`config.mk`:
```
export PLATFORM = sky130hd
export DESIGN_NAME = pipe_stage_skid
export DESIGN_NICKNAME = d
export VERILOG_FILES = /design/src/rtl/pipe_stage_skid.sv
export SDC_FILE = /design/constraint.sdc
export NUM_CORES = 1
export LEC_CHECK = 0
export BUFFER_PORTS_ARGS = -buffer_cell sky130_fd_sc_hd__buf_2
export CELL_PAD_IN_SITES_DETAIL_PLACEMENT = 1
export CELL_PAD_IN_SITES_GLOBAL_PLACEMENT = 1
export CORE_MARGIN = 2
export CORE_UTILIZATION = 40
export DETAILED_ROUTE_END_ITERATION = 8
export GPL_TIMING_DRIVEN = 0
export PLACE_DENSITY_LB_ADDON = 0.05
export SETUP_SLACK_MARGIN = 0.15
export SLEW_MARGIN = 0
export SYNTH_ARGS = -nofsm -noshare
export SYNTH_HDL_FRONTEND = slang
export SYNTH_SLANG_ARGS = --single-unit
```
`constraint.sdc`:
```
create_clock -name clk -period 2.7 [get_ports clk]
set_input_delay 0.27 -clock clk [delete_from_list [all_inputs] [get_ports clk]]
set_output_delay 0.27 -clock clk [all_outputs]
set_load 0.05 [all_outputs]
```
`src/rtl/pipe_stage_skid.sv`:
```
// Pipeline stage register with a valid/ready handshake and a 2-entry skid
// buffer. The main entry M drives the outputs. The skid entry S catches the
// beat accepted while the stage is being stalled, so in_ready can be registered.
// Also provides a synchronous flush, bubble (NOP) tagging and saturating
// stall/bubble counters.
//
// Handshake: a beat moves across a port at a rising edge exactly when valid
// and ready are both high in the cycle before that edge. A source holds valid
// and its payload until the beat is taken. Ready never depends on valid.
`timescale 1ns/1ps
module pipe_stage_skid #(
    parameter int                DATA_W   = 32,
    parameter int                CTRL_W   = 16,
    parameter logic [CTRL_W-1:0] CTRL_RST = '0,
    parameter int                CNT_W    = 16
) (
    input  logic              clk,
    input  logic              rst,
    input  logic              flush,
    input  logic              in_valid,
    output logic              in_ready,
    input  logic [DATA_W-1:0] in_data,
    input  logic [CTRL_W-1:0] in_ctrl,
    input  logic              in_nop,
    output logic              out_valid,
    input  logic              out_ready,
    output logic [DATA_W-1:0] out_data,
    output logic [CTRL_W-1:0] out_ctrl,
    output logic              out_nop,
    output logic [CNT_W-1:0]  stall_cnt,
    output logic [CNT_W-1:0]  bubble_cnt
);

    // EMPTY: M and S invalid. ONE: M valid. FULL: M and S valid.
    typedef enum logic [1:0] {
        ST_EMPTY = 2'd0,
        ST_ONE   = 2'd1,
        ST_FULL  = 2'd2
    } state_t;

    state_t state_q, state_d;

    logic              in_ready_q, in_ready_d;
    logic [DATA_W-1:0] m_data_q, m_data_d, s_data_q, s_data_d;
    logic [CTRL_W-1:0] m_ctrl_q, m_ctrl_d, s_ctrl_q, s_ctrl_d;
    logic              m_nop_q, m_nop_d, s_nop_q, s_nop_d;
    logic [CNT_W-1:0]  stall_cnt_q, stall_cnt_d;
    logic [CNT_W-1:0]  bubble_cnt_q, bubble_cnt_d;

    logic              accept;
    logic              pop;
    logic [DATA_W-1:0] w_data;
    logic [CTRL_W-1:0] w_ctrl;

    localparam logic [CNT_W-1:0] CNT_MAX = '1;

    // Handshakes, and the normalised beat that gets written: NOP beats carry
    // no payload and a control value that encodes no write.
    always_comb begin
        accept = in_valid && in_ready_q;
        pop    = (state_q != ST_EMPTY) && out_ready;
        w_data = in_nop ? '0 : in_data;
        w_ctrl = in_nop ? CTRL_RST : in_ctrl;
    end

    // Next-state and entry updates. Flush overrides every transition, but a
    // pop in the flush cycle has already been handed downstream.
    always_comb begin
        state_d  = state_q;
        m_data_d = m_data_q;
        m_ctrl_d = m_ctrl_q;
        m_nop_d  = m_nop_q;
        s_data_d = s_data_q;
        s_ctrl_d = s_ctrl_q;
        s_nop_d  = s_nop_q;

        case (state_q)
            ST_EMPTY: begin
                if (accept) begin
                    m_data_d = w_data;
                    m_ctrl_d = w_ctrl;
                    m_nop_d  = in_nop;
                    state_d  = ST_ONE;
                end
            end
            ST_ONE: begin
                if (accept && pop) begin
                    m_data_d = w_data;
                    m_ctrl_d = w_ctrl;
                    m_nop_d  = in_nop;
                end else if (accept) begin
                    s_data_d = w_data;
                    s_ctrl_d = w_ctrl;
                    s_nop_d  = in_nop;
                    state_d  = ST_FULL;
                end else if (pop) begin
                    m_data_d = '0;
                    m_ctrl_d = CTRL_RST;
                    m_nop_d  = 1'b0;
                    state_d  = ST_EMPTY;
                end
            end
            ST_FULL: begin
                if (pop) begin
                    m_data_d = s_data_q;
                    m_ctrl_d = s_ctrl_q;
                    m_nop_d  = s_nop_q;
                    s_data_d = '0;
                    s_ctrl_d = CTRL_RST;
                    s_nop_d  = 1'b0;
                    state_d  = ST_ONE;
                end
            end
            default: state_d = ST_EMPTY;
        endcase

        if (flush) begin
            m_data_d = '0;
            m_ctrl_d = CTRL_RST;
            m_nop_d  = 1'b0;
            s_data_d = '0;
            s_ctrl_d = CTRL_RST;
            s_nop_d  = 1'b0;
            state_d  = ST_EMPTY;
        end

        in_ready_d = (state_d != ST_FULL);
    end

    // Saturating counters: stalled cycles, and NOP beats that survive a flush.
    always_comb begin
        stall_cnt_d  = stall_cnt_q;
        bubble_cnt_d = bubble_cnt_q;
        if ((state_q != ST_EMPTY) && !out_ready && (stall_cnt_q != CNT_MAX))
            stall_cnt_d = stall_cnt_q + CNT_W'(1);
        if (accept && in_nop && !flush && (bubble_cnt_q != CNT_MAX))
            bubble_cnt_d = bubble_cnt_q + CNT_W'(1);
    end

    // State register. Reset wins over flush and any handshake in progress.
    always_ff @(posedge clk) begin
        if (rst) begin
            state_q      <= ST_EMPTY;
            in_ready_q   <= 1'b0;
            m_data_q     <= '0;
            m_ctrl_q     <= CTRL_RST;
            m_nop_q      <= 1'b0;
            s_data_q     <= '0;
            s_ctrl_q     <= CTRL_RST;
            s_nop_q      <= 1'b0;
            stall_cnt_q  <= '0;
            bubble_cnt_q <= '0;
        end else begin
            state_q      <= state_d;
            in_ready_q   <= in_ready_d;
            m_data_q     <= m_data_d;
            m_ctrl_q     <= m_ctrl_d;
            m_nop_q      <= m_nop_d;
            s_data_q     <= s_data_d;
            s_ctrl_q     <= s_ctrl_d;
            s_nop_q      <= s_nop_d;
            stall_cnt_q  <= stall_cnt_d;
            bubble_cnt_q <= bubble_cnt_d;
        end
    end

    // All outputs come straight from registers.
    always_comb begin
        in_ready   = in_ready_q;
        out_valid  = (state_q != ST_EMPTY);
        out_data   = m_data_q;
        out_ctrl   = m_ctrl_q;
        out_nop    = m_nop_q;
        stall_cnt  = stall_cnt_q;
        bubble_cnt = bubble_cnt_q;
    end

endmodule

```
* Yosys cells after proc, flatten, opt, wreduce, memory -nomap -nowiden
Cells that the tools add are included.
** Word-level totals
- Output and inout bits :: 83
- Register bits after elaboration :: 133
** Operators by class
- Equal/unequal tests :: 11
- Multiplexer cells :: 33
- Add/sub/neg operators :: 2
- Reduce and logical (&&, ||, !) cells :: 17
** Operators by type and width (count)
- 2-to-1 mux 32 bit :: 7
- 2-to-1 mux 16 bit :: 7
- case mux 32 bit (3 select lines) :: 1
- case mux 32 bit (2 select lines) :: 1
- case mux 16 bit (3 select lines) :: 1
- adder 16 x 1 -> 16 bit (second input constant) :: 2
- inequality test 16 bit (second input constant) :: 2
- case mux 16 bit (2 select lines) :: 1
- 2-to-1 mux 2 bit :: 6
- inequality test 2 bit (second input constant) :: 5
- logical AND 1 bit :: 8
- 2-to-1 mux 1 bit :: 6
- inequality test 3 bit (second input constant) :: 2
- case mux 2 bit (3 select lines) :: 1
- AND reduction 5 bit :: 1
- AND reduction 4 bit :: 1
- nonzero test 2 bit :: 2
- case mux 1 bit (3 select lines) :: 1
- nonzero test 3 bit :: 1
- equality test 2 x 1 -> 1 bit (second input constant) :: 1
- equality test 2 bit (second input constant) :: 1
- logical NOT 1 bit :: 2
- logical NOT 2 bit :: 1
- case mux 1 bit (2 select lines) :: 1
- OR reduction 2 bit :: 1

* Depth between registers and ports, before layout
Gate-level depths: netlist of run 1.
- Depth in word-level cells :: 8
- Gate-level depth with buffers :: 9
- Mapped depth without buffers :: 6

* Worst setup path after synthesis of run 1
OpenSTA, ideal clock, no wires.
- Path kind :: flip-flop to flip-flop
- Start :: register bubble_cnt_q[0], in the netlist bubble_cnt[0]
- End :: register bubble_cnt_q[14], in the netlist bubble_cnt[14]
- Period minus slack after synthesis :: 2163 ps
- Required time :: 2579 ps
- Arrival time :: 2043 ps
- Buffers on the path :: 0
- Stages on the path, launching flop included :: 6
- Slack :: 537 ps
- Cells stage by stage :: dfxtp_1 > ha_1 > nand3_1 > nor3_1 > nor4b_1 > mux2_2
** On the way
- Longest elaborated chain between the ends :: 2
- Elaborated cells between the ends (all ways) :: 3
** Ends and longest elaborated chain
- start: declaration :: RTL line 48 : logic [CNT_W-1:0] bubble_cnt_q, bubble_cnt_d;
- start signal: assignment :: RTL line 163 : bubble_cnt_q <= bubble_cnt_d;
- parallel branches: the longest is 2 deep, another holds adder 16 x 1 -> 16 bit
Several ways; the timed one is not identified.
A chain may end at the register's enable or synchronous reset.

* Worst setup path after layout of run 1
- Start :: register state_q[0]
- End :: register m_ctrl_q[9], in the netlist out_ctrl[9]
** On the way
- Longest elaborated chain between the ends :: 5
- Elaborated cells between the ends (all ways) :: 14
** Ends and longest elaborated chain
- start: declaration :: RTL line 41 : state_t state_q, state_d;
- start signal: assignment :: RTL line 154 : state_q <= state_d;
- nonzero test 2 bit :: RTL line 61 : pop = (state_q != ST_EMPTY) && out_ready;
- logical AND 1 bit :: RTL line 61
- logical AND 1 bit :: RTL line 87 : if (accept && pop) begin
- inequality test 3 bit (no source line) or 2-to-1 mux 16 bit (tied branches)
- AND reduction 5 bit (no source line) or case mux 16 bit (3 select lines) (tied branches)
- end signal: assignment :: RTL line 157 : m_ctrl_q <= m_ctrl_d;
- end: declaration :: RTL line 45 : logic [CTRL_W-1:0] m_ctrl_q, m_ctrl_d, s_ctrl_q, s_ctrl_d;
Parallel ways exist; a longest one is shown, timed or not.

==> results of run 1 <==
-- tightest hold or removal path, delay by kind of cell --
family                 cells  cell delay, ns
buffers and inverters      1            0.08
AOI/OAI and AO/OA          2            0.21
-- logic make-up after synthesis --
family	after synthesis
mux	41
compound gates	207
simple gates	264
fa+ha+maj	7
buf+inv	73
flops	133
xor+xnor	1
-- repair_timing --
item                                    CTS  global route
resized for setup                         6            26
endpoints found under the setup margin   49            60
cloned                                    0             0
-- state kept, by name, indices dropped and copies added (netlist names) --
name        cells
out_nop         1
s_ctrl_q       16
in_ready        1
s_data_q       32
stall_cnt      16
bubble_cnt     16
state_q         2
s_nop_q         1
out_ctrl       16
out_data       32
-- placed cells by master, fill, tap and decap left out, types with 8 or more instances in the layout --
cell type / netlist / routed
nor3b_1: 27 / 27
mux2i_1: 33 / 33
nand3_1: 10 / 10
a31oi_1: 22 / 21
nand2_1: 27 / 27
a32oi_1: 30 / 30
inv_1: 10 / 10
nor4_1: 23 / 23
a21oi_1: 72 / 72
nand2b_1: 39 / 39
o21ai_0: 62 / 62
nor2_1: 68 / 68
clkbuf_16: 0 / 17
dfxtp_1: 133 / 133
and3_1: 8 / 8
clkbuf_1: 53 / 40
nand4_1: 11 / 11
mux2_2: 8 / 8
buf_2: 9 / 145
nor2b_1: 9 / 9
or3_1: 13 / 13
-- power by group --
group	switching [mW]	internal [mW]	total, mW	leakage (nW)
Combinational	0.343	0.149	0.492	1.86
Clock	0.897	1.56	2.46	0.297
Sequential	0.0215	2.00	2.02	1.08
-- through the flow --
step,worst slack [ns],TNS (ns),hold WS (ns)
3_5_place_dp,-0.160,-2.44,0.468
5_1_grt,0.141,0,0.200
3_3_place_gp,-0.0705,-0.802,0.461
4_1_cts,0.111,0,0.175
6_report,0.291,0,0.187
2_1_floorplan,0.537,0,0.449
-- per-layer routing --
metal  global-route usage  vias up  part of all wire
li1                     -     2976                 -
met1                0.312     3002              0.46
met2                0.408      130              0.48
met3               0.0407       31             0.040
met4               0.0876        0             0.021
met5                    0        -                 0
-- area by class of cell --
type	instances	area (um^2)
multi-input cells	520	3280
clock inverters	14	184
flip-flops and latches	133	2660
diodes	1	2.50
plain buffers	63	274
clock buffers	18	439
inverters	10	37.5
well taps	188	235
fillers	1811	7420
repair buffers	134	671
-- path summary, 6_finish.rpt --
check / to / slack [ns] / cells past startpoint
min: out_data[1] / 0.19 / 3
max: out_ctrl[9] / 0.29 / 8
max reg2reg: out_ctrl[9] / 0.29 / 8
min reg2reg: out_ctrl[8] / 0.48 / 2
==> metrics.yaml, run 1 <==
placement:
  gp_routability_congestion: 0.857
  io_buffers: 134
  dpl_cell_area_mm2: 0.00712
  dp_hpwl_um: 14400
  dp_cells: 1048
floorplan:
  dieArea_mm2: 0.0165
  coreArea_mm2: 0.0152
  row_count: 45
  die_x_um: 129
  start_util: 0.409
  dieHeight_um: 129
  ios: 137
clock_network:
  cts_tree: "built"
  htreeDepth: 4
  cts_hold_buffers: 0
  cts_root_buffer: "clkbuf_16"
  cts_buffer_depth: 2
  clock-sinks: 133
  numCtsBuffers: 17
  clk_latency_ns: 0.42
  path_clk_slew_ns: 0.06
  cts_setup_buffers: 0
synth:
  yosysMostFrequentCell: "dfxtp_1"
  synth_xor_area_frac: 0.00141
  synth-compound-area-share: 0.202
  synthAdderAreaFrac: 0.0141
  synth_common_cells: "dfxtp_1 (133), a21oi_1 (72), nor2_1 (68), o21ai_0 (62), clkbuf_1 (53)"
  synth_area_mm2: 0.00621
  ys_types: 50
  synth_simple_gate_area_share: 0.240
  synth_top_cell_by_area: "dfxtp_1"
  synth.net_count: 787
  yosys_register_bits: 133
  synth.top_cell.area_share: 0.429
  synth_seq_area_share: 0.429
  yosysWarnings: 0
  ys.flop_type: "dfxtp_1"
  avgSynthCellArea_um2: 8.56
  async_flop_share: 0
  ys_top_cells_by_area: "dfxtp_1 (43%), a21oi_1 (5.8%), mux2i_1 (5.3%), o21ai_0 (5.0%), a32oi_1 (4.2%)"
  synth_top_family_by_area: "simple AND/OR/NAND/NOR gates"
  syn_inst: 726
  synth.area.mux_share: 0.0677
  synth_edf_count: 0
route:
  drtAntennaViolNets: 0
  dr.pass1.iters: 5
  vias: 6139
  detail_route.vias_per_cell: 5.68
  wl_um: 20000
  route.detailed.drc: 0
  drtIter0Drc: 281
  wl_per_cell_um: 18.5
global_routing:
  grt_max_degree: 17
  grt.total_usage: 0.242
  antenna_found_initial: 1
  grt_pass1_wl_um: 31900
  overflow: 0
  grt_pass1_vias: 6274
cells_and_area:
  nets: 940
  fin_cells: 1081
  area_delta_synth_final_pct: 25.4
  drive_gt1_frac: 0.232
  final_cell_area_mm2: 0.00779
  fin_util: 0.512
timing:
  hold_violations: 0
  rsz0062_at_grt: "yes"
  setup_violations: 0
  period_share: 0.892
  worst_pin_slew_ns: 0.745
  final_max_slew_viol_count: 0
  slew_headroom: 0.498
  layout_min_cycle_time_ns: 2.41
  finClkSkew_ns: 0.00684
  max_freq_ghz: 0.415
worst_setup_path:
  path_cells: "inv_1 -> ha_1 -> clkbuf_2 -> or2_2 -> o32ai_4 -> buf_2 -> o21ai_0 -> a31oi_1"
  path_delay_family: "buffers and inverters"
  required_ns: 3.04
  crit_slowest_cell: "dfxtp_1"
  cp-start-kind: "flip-flop"
  max_stage_delay_ns: 0.45
  crit_type: "reg -> reg"
  path_buf_inv: 3
  r2r_start: "state_q[0]"
  startpoint: "state_q[0]"
  arrival_ns: 2.75
  crit_path_max_fanout: 10
  critPathCaptureType: "flip-flop"
power:
  ir_drop_mv: 0.441
  p_leak_nw: 3.23
  p_total_mw: 4.97
  powerDensity_mw_per_mm2: 638
min_path:
  hp-start: "in_data[1]"
  hp-class: "in -> reg"
run:
  drv_cap: 0
outcome:
  outcome: "finished, final reports clean"
Power figures use the tool's default switching activity.
==> run 2, diff against run 1 <==
--- a/config.mk
+++ b/config.mk
@@ -9,10 +9,11 @@
 export CELL_PAD_IN_SITES_DETAIL_PLACEMENT = 1
 export CELL_PAD_IN_SITES_GLOBAL_PLACEMENT = 1
 export CORE_MARGIN = 2
-export CORE_UTILIZATION = 40
+export CORE_UTILIZATION = 42
+export CTS_BUF_LIST = sky130_fd_sc_hd__clkbuf_8
 export DETAILED_ROUTE_END_ITERATION = 8
 export GPL_TIMING_DRIVEN = 0
-export PLACE_DENSITY_LB_ADDON = 0.05
+export PLACE_DENSITY_LB_ADDON = 0.12
 export SETUP_SLACK_MARGIN = 0.15
 export SLEW_MARGIN = 0
 export SYNTH_ARGS = -nofsm -noshare
==> run 2 against run 1 <==
  * First-iteration DRC count grew 19%
  * Die area down 4.6%
  * Power fell by 13%
  * Core utilization increased by 1.2 points
  * Worst hold slack got worse by 0.024 ns
  * Routed wire length grew 1.1%
  * Flip-flop and latch count unchanged
  * Maximum frequency shrank 1.1%
  * Non-clock buffer count unchanged
  * Critical path depth fell by 1
  * Clock-buffer cell count grew 4
==> metrics.yaml, run 2 (synthesized netlist as in run 1, its figures left out) <==
outcome:
  outcome: "finished, final reports clean"
placement:
  pre_cts_slack_ns: -0.131  # +0.0297 ns
  io_buffers: 134  # unchanged
  gp_routability_congestion: 0.868  # +1.3%
  dp_hpwl_um: 14700  # +1.7%
global_routing:
  grt_pass1_vias: 6481  # +3.3%
  use_met3: 0.0685  # +0.0277
  top_usage_layer: "met2"
  antenna_found_initial: 1  # unchanged
  grtUsageMet2: 0.445  # +0.0365
  grt.total_usage: 0.257  # +0.0148
  use_met1: 0.316  # +0.00334
  grt_max_degree: 17  # unchanged
  grt_pass1_wl_um: 32900  # +3.0%
  overflow: 0  # unchanged
cells_and_area:
  nets: 940  # unchanged
  fin_util: 0.524  # +0.0116
  diodes: 0  # -1
  layout_commonest_cell: "buf_2"
  drive_gt1_frac: 0.229  # -0.00336
  mostFrequentLayoutCells: "buf_2 (142), dfxtp_1 (133), a21oi_1 (72), nor2_1 (68), o21ai_0 (62)"
  area_delta_synth_final_pct: 22.1
floorplan:
  ios: 137  # unchanged
  coreArea_mm2: 0.0145  # -4.8%
  dieArea_mm2: 0.0158  # -4.6%
  row_count: 44  # -2.2%
  dieHeight_um: 126  # -2.3%
  die_x_um: 126  # -2.3%
  start_util: 0.429  # +0.0204
worst_setup_path:
  r2r_cells: 7  # -1
  arrival_ns: 2.74  # about the same
  critPathCaptureType: "flip-flop"
  cp-start-kind: "flip-flop"
  crit_type: "reg -> reg"
  crit_path_max_fanout: 10  # unchanged
  required_ns: 3.00  # -0.04 ns
clock_network:
  numCtsBuffers: 17  # unchanged
  cts_resized: 5  # -1
  path_clk_slew_ns: 0.08  # +0.02 ns
  cts_buffer_depth: 2  # unchanged
  cts_tree: "built"
  cts_root_buffer: "clkbuf_8"
  cts_setup_buffers: 0  # unchanged
  cts_hold_buffers: 0  # unchanged
  clock-sinks: 133  # unchanged
  htreeDepth: 4  # unchanged
  clk_latency_ns: 0.45  # +0.03 ns
power:
  p_switching_mw: 1.15  # -8.9%
  combPwrFrac: 0.114  # +0.015
  powerDensity_mw_per_mm2: 570  # -11%
  p_clk_frac: 0.419  # -0.076
  p_int_mw: 3.17  # -15%
  sw_frac_of_total: 0.266  # +0.0122
  p_leak_nw: 3.15  # -2.5%
  ir_drop_mv: 0.282  # -36%
  seq_power_share: 0.467  # +0.061
min_path:
  hp-class: "in -> reg"
  hold_depth: 3  # unchanged
route:
  route.detailed.drc: 0  # unchanged
  dr.pass1.iters: 5  # unchanged
  wl_per_cell_um: 18.8  # +1.6%
  drtIter0Drc: 333  # +19%
  detail_route.vias_per_cell: 5.81  # +2.3%
  vias: 6254  # +1.9%
  wl_um: 20200  # +1.1%
  drtAntennaViolNets: 0  # unchanged
timing:
  worst_pin_slew_ns: 0.855  # +0.109 ns
  final_max_slew_viol_count: 0  # unchanged
  hold_violations: 0  # unchanged
  max_freq_ghz: 0.410  # -1.1%
  worst_slack_ns: 0.263  # -0.0276 ns
  period_share: 0.903  # +0.0102
  finClkSkew_ns: 0.0116  # +0.00475 ns
  rsz0062_at_grt: "yes"
  setup_violations: 0  # unchanged
  layout_min_cycle_time_ns: 2.44  # +0.0276 ns
  slew_headroom: 0.425  # -0.0735
run:
  drv_cap: 0  # unchanged
==> run 2: cell count changes in the layout (fill, tap and decap cells not counted), sizes merged <==
cell      before  now
clkinv         6    3
bufinv         4    3
clkbuf        67   73
clkinvlp       4    2
buf          148  146
inv           10   12
diode          1    0
==> run 2: final timing paths <==
path | slack [ns] | end | from
worst max-delay path | 0.26 | out_data[28] | state_q[1]
worst min-delay path | 0.16 | out_data[1] | in_data[1]
worst max register to register | 0.26 | out_data[28] | state_q[1]
worst min register to register | 0.48 | out_ctrl[8] | s_ctrl_q[8]
==> run 2: cell type report <==
type,count,area [um^2]
fill,1769,6900
multi-input combinational,520,3280
sequential,133,2660
timing repair buffer,134,671
clock buffer,22,303
buffer,63,268
tap,184,230
clock inverter,10,128
inverter,10,37.5
==> run 2: metrics by stage <==
stage	cells	hold slack, ns	cell area, um^2	setup TNS (ns)	power, mW
2_1_floorplan	726	0.449	6210	0	2.38
3_3_place_gp	1044	0.458	7110	-0.250	2.53
3_5_place_dp	1044	0.468	7110	-1.72	2.55
4_1_cts	1076	0.152	7560	0	4.34
5_1_grt	1076	0.154	7580	0	4.49
6_report	1076	0.163	7580	0	4.32
==> run 2: power groups by stage <==
stage | Combinational (mW) | Sequential, mW | Clock (mW)
global placement | 0.469 | 2.06 | 0
CTS | 0.489 | 2.02 | 1.83
floorplan | 0.203 | 2.18 | 0
detailed placement | 0.484 | 2.06 | 0
global route | 0.531 | 2.02 | 1.94
finish | 0.493 | 2.02 | 1.81
==> run 2: metal layers <==
metal,vias up,share of wire,wire length (um)
met1,3119,0.45,9060
met2,152,0.49,10000
met3,18,0.047,959
li1,2965,-,-
met4,0,0.011,216
met5,-,0,0
==> run 2: worst max-delay path, stage by stage, from the launching register on <==
cell and delay, ns:
dfxtp_1 0.45, inv_1 0.14, ha_1 0.26, clkbuf_2 0.24, or2_2 0.36, o32ai_4 0.25
clkbuf_1 0.44, a31oi_1 0.16
==> run 3, diff against run 2 <==
--- a/config.mk
+++ b/config.mk
@@ -14,6 +14,7 @@
 export DETAILED_ROUTE_END_ITERATION = 8
 export GPL_TIMING_DRIVEN = 0
 export PLACE_DENSITY_LB_ADDON = 0.12
+export REMOVE_ABC_BUFFERS = 1
 export SETUP_SLACK_MARGIN = 0.15
 export SLEW_MARGIN = 0
 export SYNTH_ARGS = -nofsm -noshare
==> run 3 against run 2 <==
  * Routed wire length shrank 5.7%
  * Power shrank 2.0%
  * Worst hold slack lost 0.0018 ns
  * Cell area increased by 1.0%
  * Non-clock buffer count shrank 43
  * First-iteration DRC count rose by 18%
  * Critical path type unchanged
  * Global-route usage decreased by 1.6 points
  * Sequential power is essentially flat
  * Sequential share of layout area shrank 0.32 points
  * Via count down 3.0%
  * Clock-buffer cell count is 3 lower
  * Critical path depth grew 2
==> metrics.yaml, run 3 (synthesized netlist as in run 1, its figures left out) <==
worst_setup_path:
  crit_path_max_fanout: 23  # +13
  critPathCaptureType: "flip-flop"
  crit_type: "reg -> reg"
  required_ns: 3.07  # +0.07 ns
  cp-start-kind: "flip-flop"
  arrival_ns: 2.82  # +0.08 ns
floorplan:
  ios: 137  # unchanged
  dieArea_mm2: 0.0158  # unchanged
  die_x_um: 126  # unchanged
  dieHeight_um: 126  # unchanged
  start_util: 0.429  # unchanged
  row_count: 44  # unchanged
  coreArea_mm2: 0.0145  # unchanged
global_routing:
  overflow: 0  # unchanged
  grt.total_usage: 0.241  # -0.0158
  antenna_found_initial: 1  # unchanged
  grt_pass1_wl_um: 31000  # -5.7%
  grt_pass1_vias: 6151  # -5.1%
  grt_max_degree: 51  # +34
power:
  p_leak_nw: 3.17  # +0.69%
  ir_drop_mv: 0.257  # -8.9%
  powerDensity_mw_per_mm2: 553  # -3.0%
cells_and_area:
  layout_commonest_cell: "buf_2"
  diodes: 0  # unchanged
  mostFrequentLayoutCells: "buf_2 (136), dfxtp_1 (131), a21oi_1 (72), nor2_1 (67), o21ai_0 (62)"
  nets: 898  # -4.5%
  drive_gt1_frac: 0.251  # +0.0225
  area_delta_synth_final_pct: 23.3
placement:
  dp_hpwl_um: 12300  # -16%
  gp_routability_congestion: 0.832  # -4.1%
  io_buffers: 136  # +1.5%
route:
  dr.pass1.iters: 4  # -1
  wl_um: 19100  # -5.7%
  drtIter0Drc: 393  # +18%
  wl_per_cell_um: 18.5  # -1.7%
  drtAntennaViolNets: 0  # unchanged
  detail_route.vias_per_cell: 5.88  # +1.2%
  vias: 6069  # -3.0%
  route.detailed.drc: 0  # unchanged
timing:
  finClkSkew_ns: 0.00727  # -0.00432 ns
  slew_headroom: 0.251  # -0.174
  final_max_slew_viol_count: 0  # unchanged
  worst_pin_slew_ns: 1.12  # +0.267 ns
  hold_violations: 0  # unchanged
  setup_violations: 0  # unchanged
  period_share: 0.907  # +0.00474
  layout_min_cycle_time_ns: 2.45  # +0.0128 ns
  rsz0062_at_grt: "yes"
  max_freq_ghz: 0.408  # -0.52%
  fin_tns_setup_ns: 0  # unchanged
  hold_ws_ns: 0.161  # -0.00176 ns
outcome:
  outcome: "finished, final reports clean"
run:
  drv_cap: 0  # unchanged
clock_network:
  numCtsBuffers: 17  # unchanged
  clock-sinks: 133  # unchanged
  cts_buffer_depth: 2  # unchanged
  clk_latency_ns: 0.44  # about the same
  path_clk_slew_ns: 0.08  # about the same
  cts_root_buffer: "clkbuf_8"
  cts_tree: "built"
  htreeDepth: 4  # unchanged
min_path:
  hp-class: "in -> reg"
[run 3: cell count changes in the layout (fill, tap and decap cells not counted), moves of 3 or more]
cell      delta
clkbuf_8     -3
buf_1        -3
buf_2        -6
buf_4        +6
clkbuf_1    -41
buf_16       +4
buf_8        +3
buf_12       +4
clkbuf_2     -8
[run 3: what timing repair did]
| action | in CTS | in global routing |
|---|---|---|
| pin swaps | 3 | 2 |
| gates cloned | 1 | 0 |
| buffers inserted | 4 | 3 |
| hold buffers | 0 | 0 |
| setup endpoints to repair | 97 | 39 |
| resized for setup | 7 | 2 |
[run 3: per-layer routing]
| metal | wire length [um] | GRT usage | up-vias |
|---|---|---|---|
| met5 | 13 | 0 | - |
| met4 | 304 | 0.0778 | 2 |
| met3 | 979 | 0.0569 | 21 |
| met2 | 9190 | 0.409 | 155 |
| met1 | 8590 | 0.301 | 2997 |
| li1 | - | - | 2894 |
[run 3: final timing paths]
kind	startpoint	to	slack, ns	depth (start not counted)
setup reg to reg	state_q[1]	out_ctrl[13]	0.25	9
hold / removal	in_data[3]	out_data[3]	0.16	3
setup / recovery	state_q[1]	out_ctrl[13]	0.25	9
hold reg to reg	s_ctrl_q[8]	out_ctrl[8]	0.48	2
[run 3: worst max-delay path: stages, from the launching register on]
cell	delay, ns
dfxtp_2	0.43
inv_1	0.13
ha_1	0.30
or2_2	0.37
o32ai_4	0.30
buf_16	0.20
buf_8	0.17
buf_8	0.18
o21ai_0	0.10
a31oi_1	0.18
[run 3: layout make-up]
type | count | area (um^2)
clock inverter | 11 | 136
fill | 1731 | 6820
sequential | 133 | 2670
timing repair buffer | 154 | 968
clock buffer | 19 | 262
multi-input combinational | 521 | 3360
tap | 184 | 230
inverter | 10 | 37.5
[run 3: power breakdown]
| group | leakage [nW] | internal [mW] | total, mW | switching, mW |
|---|---|---|---|---|
| registers | 1.08 | 2.00 | 2.02 | 0.0217 |
| clock network | 0.206 | 0.941 | 1.72 | 0.777 |
| logic | 1.89 | 0.161 | 0.498 | 0.337 |
[run 3: through the flow]
step	instances	utilization	area, um^2	setup slack, ns	power, mW
after global routing	1032	0.529	7660	0.117	4.40
final	1032	0.529	7660	0.250	4.23
after detailed placement	994	0.494	7160	-0.491	2.55
after global placement	983	0.475	6870	-4.86	2.50
after CTS	1029	0.527	7620	0.113	4.28
after floorplan	663	-	5960	-2.33	2.35
